`src/rtl/simmem_release_scheduler.sv`:
```
// simmem_release_scheduler: per-ID pending/delay tracking with round-robin release grants (SIMMEM_RELEASE_STATS_EN adds rel_count_o and checks)
module simmem_release_scheduler #(
  parameter int IDWidth    = 2,
  parameter int DelayWidth = 8,
  parameter int CntWidth   = 4
) (
  input  logic                    clk_i,
  input  logic                    rst_ni,
  input  logic [DelayWidth-1:0]   cfg_delay_i,
  input  logic                    enq_valid_i,
  input  logic [IDWidth-1:0]      enq_id_i,
  output logic                    enq_ready_o,
  output logic                    rel_valid_o,
  output logic [IDWidth-1:0]      rel_id_o,
  output logic [(2**IDWidth)-1:0] rel_onehot_o,
  input  logic                    rel_ready_i,
  output logic                    busy_o
`ifdef SIMMEM_RELEASE_STATS_EN
  , output logic [31:0]           rel_count_o
`endif
);
  localparam int NumIds = 2**IDWidth;
  localparam logic [CntWidth-1:0] CntMax = '1;

  logic [CntWidth-1:0]   pending_q [NumIds];
  logic [CntWidth-1:0]   pending_d [NumIds];
  logic [DelayWidth-1:0] timer_q [NumIds];
  logic [DelayWidth-1:0] timer_d [NumIds];
  logic [IDWidth-1:0]    rr_ptr_q, rr_ptr_d, lock_id_q, lock_id_d, gnt_id;
  logic                  lock_q, lock_d, gnt_found, rel_fire, enq_fire;
  logic [NumIds-1:0]     eligible, nonzero, inc, dec;

  // An ID is eligible once it holds responses and its delay has run out
  always_comb begin
    for (int i = 0; i < NumIds; i++) begin
      nonzero[i]  = pending_q[i] != '0;
      eligible[i] = nonzero[i] && (timer_q[i] == '0);
    end
  end

  // Round-robin search for the first eligible ID starting at rr_ptr
  always_comb begin
    gnt_id    = '0;
    gnt_found = 1'b0;
    for (int k = 0; k < NumIds; k++) begin
      if (!gnt_found && eligible[rr_ptr_q + IDWidth'(k)]) begin
        gnt_id    = rr_ptr_q + IDWidth'(k);
        gnt_found = 1'b1;
      end
    end
  end

  assign busy_o       = |nonzero;
  assign rel_valid_o  = lock_q || gnt_found;
  assign rel_id_o     = lock_q ? lock_id_q : gnt_id;
  assign rel_onehot_o = rel_valid_o ? NumIds'(1) << rel_id_o : '0;
  assign rel_fire     = rel_valid_o && rel_ready_i;
  assign enq_ready_o  = (pending_q[enq_id_i] != CntMax) || (rel_fire && (rel_id_o == enq_id_i));
  assign enq_fire     = enq_valid_i && enq_ready_o;

  // Counter/timer updates; a timer reloads when an ID becomes non-empty or stays non-empty after a release
  always_comb begin
    for (int i = 0; i < NumIds; i++) begin
      inc[i]       = enq_fire && (enq_id_i == IDWidth'(i));
      dec[i]       = rel_fire && (rel_id_o == IDWidth'(i));
      pending_d[i] = pending_q[i] + CntWidth'(inc[i]) - CntWidth'(dec[i]);
      timer_d[i]   = ((inc[i] && !nonzero[i]) || (dec[i] && pending_d[i] != '0)) ? cfg_delay_i
                   : timer_q[i] - DelayWidth'(timer_q[i] != '0);
    end
    rr_ptr_d  = rel_fire ? rel_id_o + IDWidth'(1) : rr_ptr_q;
    lock_d    = rel_valid_o && !rel_ready_i;
    lock_id_d = rel_id_o;
  end

  // State registers
  always_ff @(posedge clk_i or negedge rst_ni) begin
    if (!rst_ni) begin
      for (int i = 0; i < NumIds; i++) begin
        pending_q[i] <= '0;
        timer_q[i]   <= '0;
      end
      rr_ptr_q  <= '0;
      lock_q    <= 1'b0;
      lock_id_q <= '0;
    end else begin
      pending_q <= pending_d;
      timer_q   <= timer_d;
      rr_ptr_q  <= rr_ptr_d;
      lock_q    <= lock_d;
      lock_id_q <= lock_id_d;
    end
  end

`ifdef SIMMEM_RELEASE_STATS_EN
  logic [31:0]        rel_count_q, rel_count_d;
  logic               hold_q, hold_d;
  logic [IDWidth-1:0] hold_id_q, hold_id_d;

  // Release counter plus the previous-cycle stall used by the stability check
  always_comb begin
    rel_count_d = rel_count_q + 32'(rel_fire);
    hold_d      = rel_valid_o && !rel_ready_i;
    hold_id_d   = rel_id_o;
  end

  // Statistics registers
  always_ff @(posedge clk_i or negedge rst_ni) begin
    if (!rst_ni) begin
      rel_count_q <= '0;
      hold_q      <= 1'b0;
      hold_id_q   <= '0;
    end else begin
      rel_count_q <= rel_count_d;
      hold_q      <= hold_d;
      hold_id_q   <= hold_id_d;
    end
  end

  assign rel_count_o = rel_count_q;

  // Protocol checks on the release side
  always @(posedge clk_i) begin
    if (rst_ni) begin
      assert (!rel_fire || nonzero[rel_id_o]) else $error("release of empty ID");
      assert (!hold_q || (rel_valid_o && rel_id_o == hold_id_q)) else $error("grant changed while stalled");
      assert ($onehot0(rel_onehot_o)) else $error("release enable not one-hot");
    end
  end
`endif

endmodule

```
`config.mk`:
```
export PLATFORM = sky130hd
export DESIGN_NAME = simmem_release_scheduler
export DESIGN_NICKNAME = d
export VERILOG_FILES = /design/src/rtl/simmem_release_scheduler.sv
export SDC_FILE = /design/constraint.sdc
export NUM_CORES = 1
export LEC_CHECK = 0
export BUFFER_PORTS_ARGS = -buffer_cell sky130_fd_sc_hd__buf_2
export CAP_MARGIN = 20
export CORE_UTILIZATION = 32
export CTS_CLUSTER_DIAMETER = 150
export DETAILED_ROUTE_END_ITERATION = 6
export PLACE_DENSITY = 0.45
export SYNTH_ARGS = -nofsm -noshare
export SYNTH_HDL_FRONTEND = slang
export SYNTH_SLANG_ARGS = --single-unit
```
`constraint.sdc`:
```
create_clock -name clk_i -period 12 [get_ports clk_i]
set_input_delay 0 -clock clk_i [delete_from_list [all_inputs] [get_ports clk_i]]
set_output_delay 0 -clock clk_i [all_outputs]
set_load 0.01 [all_outputs]
```
# Word-level counts from Yosys, hierarchy flattened
# Cells that the tools add are included.
[classes]
n_reduce_logical = 60
add_sub_neg = 16
bitwise = 1
eq_ne = 8
shift = 1
magnitude_cmp = 5
muxes = 25
[op_table]
columns = ["op", "n"]
rows = [
  ["$logic_not 8->1", 4],
  ["$mux 8", 4],
  ["$reduce_bool 4->1", 8],
  ["$reduce_bool 8->1", 4],
  ["$sub 8x1->8", 4],
  ["$logic_and 1x1->1", 27],
  ["$add 4x1->4", 4],
  ["$sub 4x1->4", 4],
  ["$lt 2x3->1 const B", 4],
  ["$mux 4", 3],
  ["$mux 2", 5],
  ["$bmux 1 s2", 4],
  ["$bmux 4 s2", 1],
  ["$eq 2x2->1 const B", 4],
  ["$logic_not 1->1", 8],
  ["$mux 1", 8],
  ["$logic_or 1x1->1", 6],
  ["$add 2x1->2 const B", 2],
  ["$add 2x2->2 const B", 2],
  ["$eq 2x1->1 const B", 2],
  ["$logic_not 2->1", 2],
  ["$ne 4x4->1 const B", 1],
  ["$reduce_or 4->1", 1],
  ["$shl 1x2->4 const A", 1],
  ["other kinds (3)", 3],
]
[totals]
output_inout_bits = 9
inputBits = 14
word_cells = 127
ff_bits = 53

# Logic depth before layout (Yosys ltp)
[logic_depth]
word_depth = 26
mapped_depth = 20
mapped_depth_nobuf = 20

# Worst setup path after synthesis
# No wires, ideal clock.
[synth_path]
path_kind = "register -> register"
from = "register timer_q[18] (netlist name)"
to = "register timer_q[26] (netlist name)"
n_path_buf = 0
required_ps = 11875
setup_ps = 125
t_arrival_ps = 4909
synth_period_minus_slack_ps = 5034
slack_ps = 6966
stages_incl_launch_ff = 17
cell_sequence = "dfrtp_1 or4_1 nor3_4 o21bai_1 o31ai_2 inv_1 ha_1 inv_1 nor2_1 ha_1 inv_1 ha_1 fa_1 xor2_1 or4_2 a32oi_4 mux2_4"
[synth_rtl]
columns = ["item", "line_no", "source"]
rows = [
  ["start, declared", "27", "logic [DelayWidth-1:0] timer_q [NumIds];"],
  ["start signal, assigned", "87", "timer_q <= timer_d;"],
]

==> impl_metrics.json <==
{
  "cts_tree": "built",
  "hpwl_mm": 6.287,
  "die_area_um2": 11910,
  "crit_fanout": 8,
  "netlist_area_um2": 3674,
  "dp_slack_ns": 6.232,
  "cp.arrival_ns": 5.96,
  "detail-route-antenna-nets": 0,
  "h-tree-depth": 2,
  "timing.slew.headroom_pct": 43.11,
  "switching_share_pct": 40.34,
  "p_leak_nw": 1.974,
  "post-route-drc-count": 0,
  "num_vias": 2553,
  "drt-total-wl_mm": 8.230,
  "synth.distinct_cells": 55,
  "wl_per_cell_um": 16.20,
  "synth_top_area_share_pct": 36.10,
  "firstDrtPassIters": 4,
  "grt_pass1_wl_mm": 13.84,
  "critical_path_class": "flip-flop to flip-flop",
  "cp-end-kind": "flip-flop",
  "drive_gt1_share_pct": 19.84,
  "start_kind": "flip-flop",
  "final_max_slew_viol_count": 0,
  "num_rows": 38,
  "diodes": 0,
  "min_delay_path_depth": 2,
  "rsz0062_at_grt": "false",
  "cts_buffer_depth": 2,
  "ys_seq_area_share_pct": 36.10,
  "top_usage_layer": "met2",
  "track_usage_pct": 15.26,
  "grt.met3_usage_pct": 2.152,
  "nNetsFinal": 417,
  "clk_pin_slew_ns": 0.08,
  "root_buffer": "clkbuf_16",
  "p_comb_share_pct": 50.8,
  "synth.most_common_cell": "dfrtp_1",
  "finalSetupViolCount": 0,
  "via_per_inst": 5.026,
  "seqPwrFrac_pct": 34.9,
  "yosysTopAreaCell": "dfrtp_1",
  "clock.fmax_mhz": 172.9,
  "place.gp.congestion": 0.7586,
  "synth_area_per_cell_um2": 10.84,
  "grt_max_degree": 54,
  "final.min_clock_period_ns": 5.785,
  "worstPathRequired_ns": 12.18,
  "power_density_nw_per_um2": 255.2,
  "ys_warn_count": 0,
  "die_w_um": 109.1,
  "p_switching_mw": 0.4238,
  "antenna_found_initial": 0,
  "cell_internal_pwr_mw": 0.6268,
  "post-cts-setup-buffer-count": 0,
  "tightest_slew_ns": 0.8456,
  "drtIter0Drc": 65,
  "final_core_util_pct": 37.32,
  "cts.sinks": 53,
  "fp.dieH_um": 109.1,
  "synthCells": 339,
  "clk_latency_ns": 0.29,
  "hold_viol": 0,
  "timing.final.ws_setup_ns": 6.215,
  "fin_setup_tns_ns": 0,
  "grt_use_met1_pct": 20.50,
  "total_power_mw": 1.051,
  "status": "finished clean",
  "synth_seq_cells": 53,
  "grt_overflow_total": 0,
  "grtUsageMet2_pct": 26.19,
  "synthArstFlopShare_pct": 100.0,
  "rr_worst_depth": 14,
  "core_um2": 11030,
  "grt_pass1_vias": 2746,
  "num_io_pins": 23,
  "cap_violations": 0,
  "portBuffers": 22,
  "synth_area_leaders": "dfrtp_1 36%, ha_1 11%, mux2_4 7.4%",
  "synth_commonest_cells": "53 x dfrtp_1, 40 x inv_1, 32 x ha_1",
  "synth_edf_count": 0,
  "numCtsBuffers": 5,
  "ys.flop_type": "dfrtp_1",
  "fillers": 1140,
  "ir_drop_mv": 0.1028,
  "clkPwrFrac_pct": 14.3,
  "hold_path_class": "input port to flip-flop",
  "clock_skew_ns": 0.009371,
  "placedCellCount": 498,
  "syn_nets": 389,
  "stdcell_count": 508,
  "start_util_pct": 33.30,
  "syn2layout_area_growth_pct": 12.06,
  "finalCritPeriodShare_pct": 48.21
}
## state kept, by name, indices dropped and copies added (netlist names)
name and cells:
timer_q 32, pending_q 16, lock_id_q 2, rr_ptr_q 2
lock_q 1
## metal layers
layer / share of wire, % / routed length, um
met2: 48 / 3915
met1: 50 / 4092
met3: 2.1 / 169
met4: 0.63 / 52
met5: 0 / 0
## worst paths after layout
check,start,end,slack (ns)
setup reg to reg,timer_q[3],timer_q[12],6.22
hold / removal,cfg_delay_i[2],timer_q[26],0.01
max in group asynchronous,rst_ni,timer_q[9],11.15
min in group asynchronous,rst_ni,pending_q[11],0.37
setup / recovery,timer_q[3],timer_q[12],6.22
hold reg to reg,pending_q[0],pending_q[0],0.59
## power groups by stage
| stage | clock (mW) | sequential, mW | combinational, mW |
|---|---|---|---|
| final | 0.150 | 0.366 | 0.534 |
| after CTS | 0.156 | 0.367 | 0.541 |
| after global routing | 0.163 | 0.381 | 0.610 |
| after global placement | 0 | 0.369 | 0.530 |
| after detailed placement | 0 | 0.370 | 0.537 |
| after floorplan | 0 | 0.342 | 0.440 |
## stage by stage
step | area, um^2 | hold slack (ns)
floorplan | 3674 | -0.2956
global placement | 3944 | 0.1938
detailed placement | 3944 | 0.1929
CTS | 4116 | 0.02259
global route | 4116 | 0.02009
finish | 4116 | 0.01154
## area by class of cell
type                       count  area, um^2  area share [%]
clock buffer                   6       138.9           3.374
clock inverter                 2       13.76          0.3343
inverter                      40       150.1           3.647
multi-input combinational    242        2175           52.83
sequential                    53        1326           32.22
tap                          140       175.2           4.255
timing repair buffer          25       137.6           3.343
## cell usage in the layout, fill, tap and decap left out, types with 2 or more instances in the layout
cell type	n
a21o_1	4
a21oi_1	7
a31oi_1	5
a32oi_4	3
and3_1	5
buf_2	22
clkbuf_16	5
dfrtp_1	53
dlygate4sd3_1	2
fa_1	4
ha_1	32
inv_1	40
mux2_2	5
mux2_4	18
mux2i_1	8
nand2_1	23
nand3_1	7
nand4_1	6
nor2_1	17
nor3_1	2
nor3b_1	9
nor3b_2	2
nor4_1	8
nor4_2	2
o21ai_0	3
o21ai_1	2
o31ai_1	2
or2_2	2
or3b_4	2
or4_1	4
or4_2	3
xnor2_1	10
xor2_1	24
## repair_timing
item                      in CTS  in global routing
gates resized for setup        0                  0
hold buffers                   2                  0
hold endpoints to repair      54                  0
## kinds of logic after synthesis
family	share of synthesized area [%]
AND/OR/NAND/NOR	15.57
flip-flops	36.10
buffers and inverters	4.700
AO/OA/AOI/OAI	11.07
adder cells (fa/ha/maj)	13.08
XOR/XNOR	8.106
multiplexers	11.38
## worst max-delay path, cell delays in order (launching register included)
cell and delay (ns):
dfrtp_1 0.42, or4_1 0.62, nor3_1 0.52, a21oi_1 0.15
o31ai_2 0.70, xor2_1 0.13, o311ai_1 0.43, nand2_1 0.11
ha_1 0.29, inv_1 0.04, ha_1 0.19, fa_1 0.45
or4_2 0.73, a32oi_4 0.55, mux2_4 0.34
(Power assumes the default switching activity.)
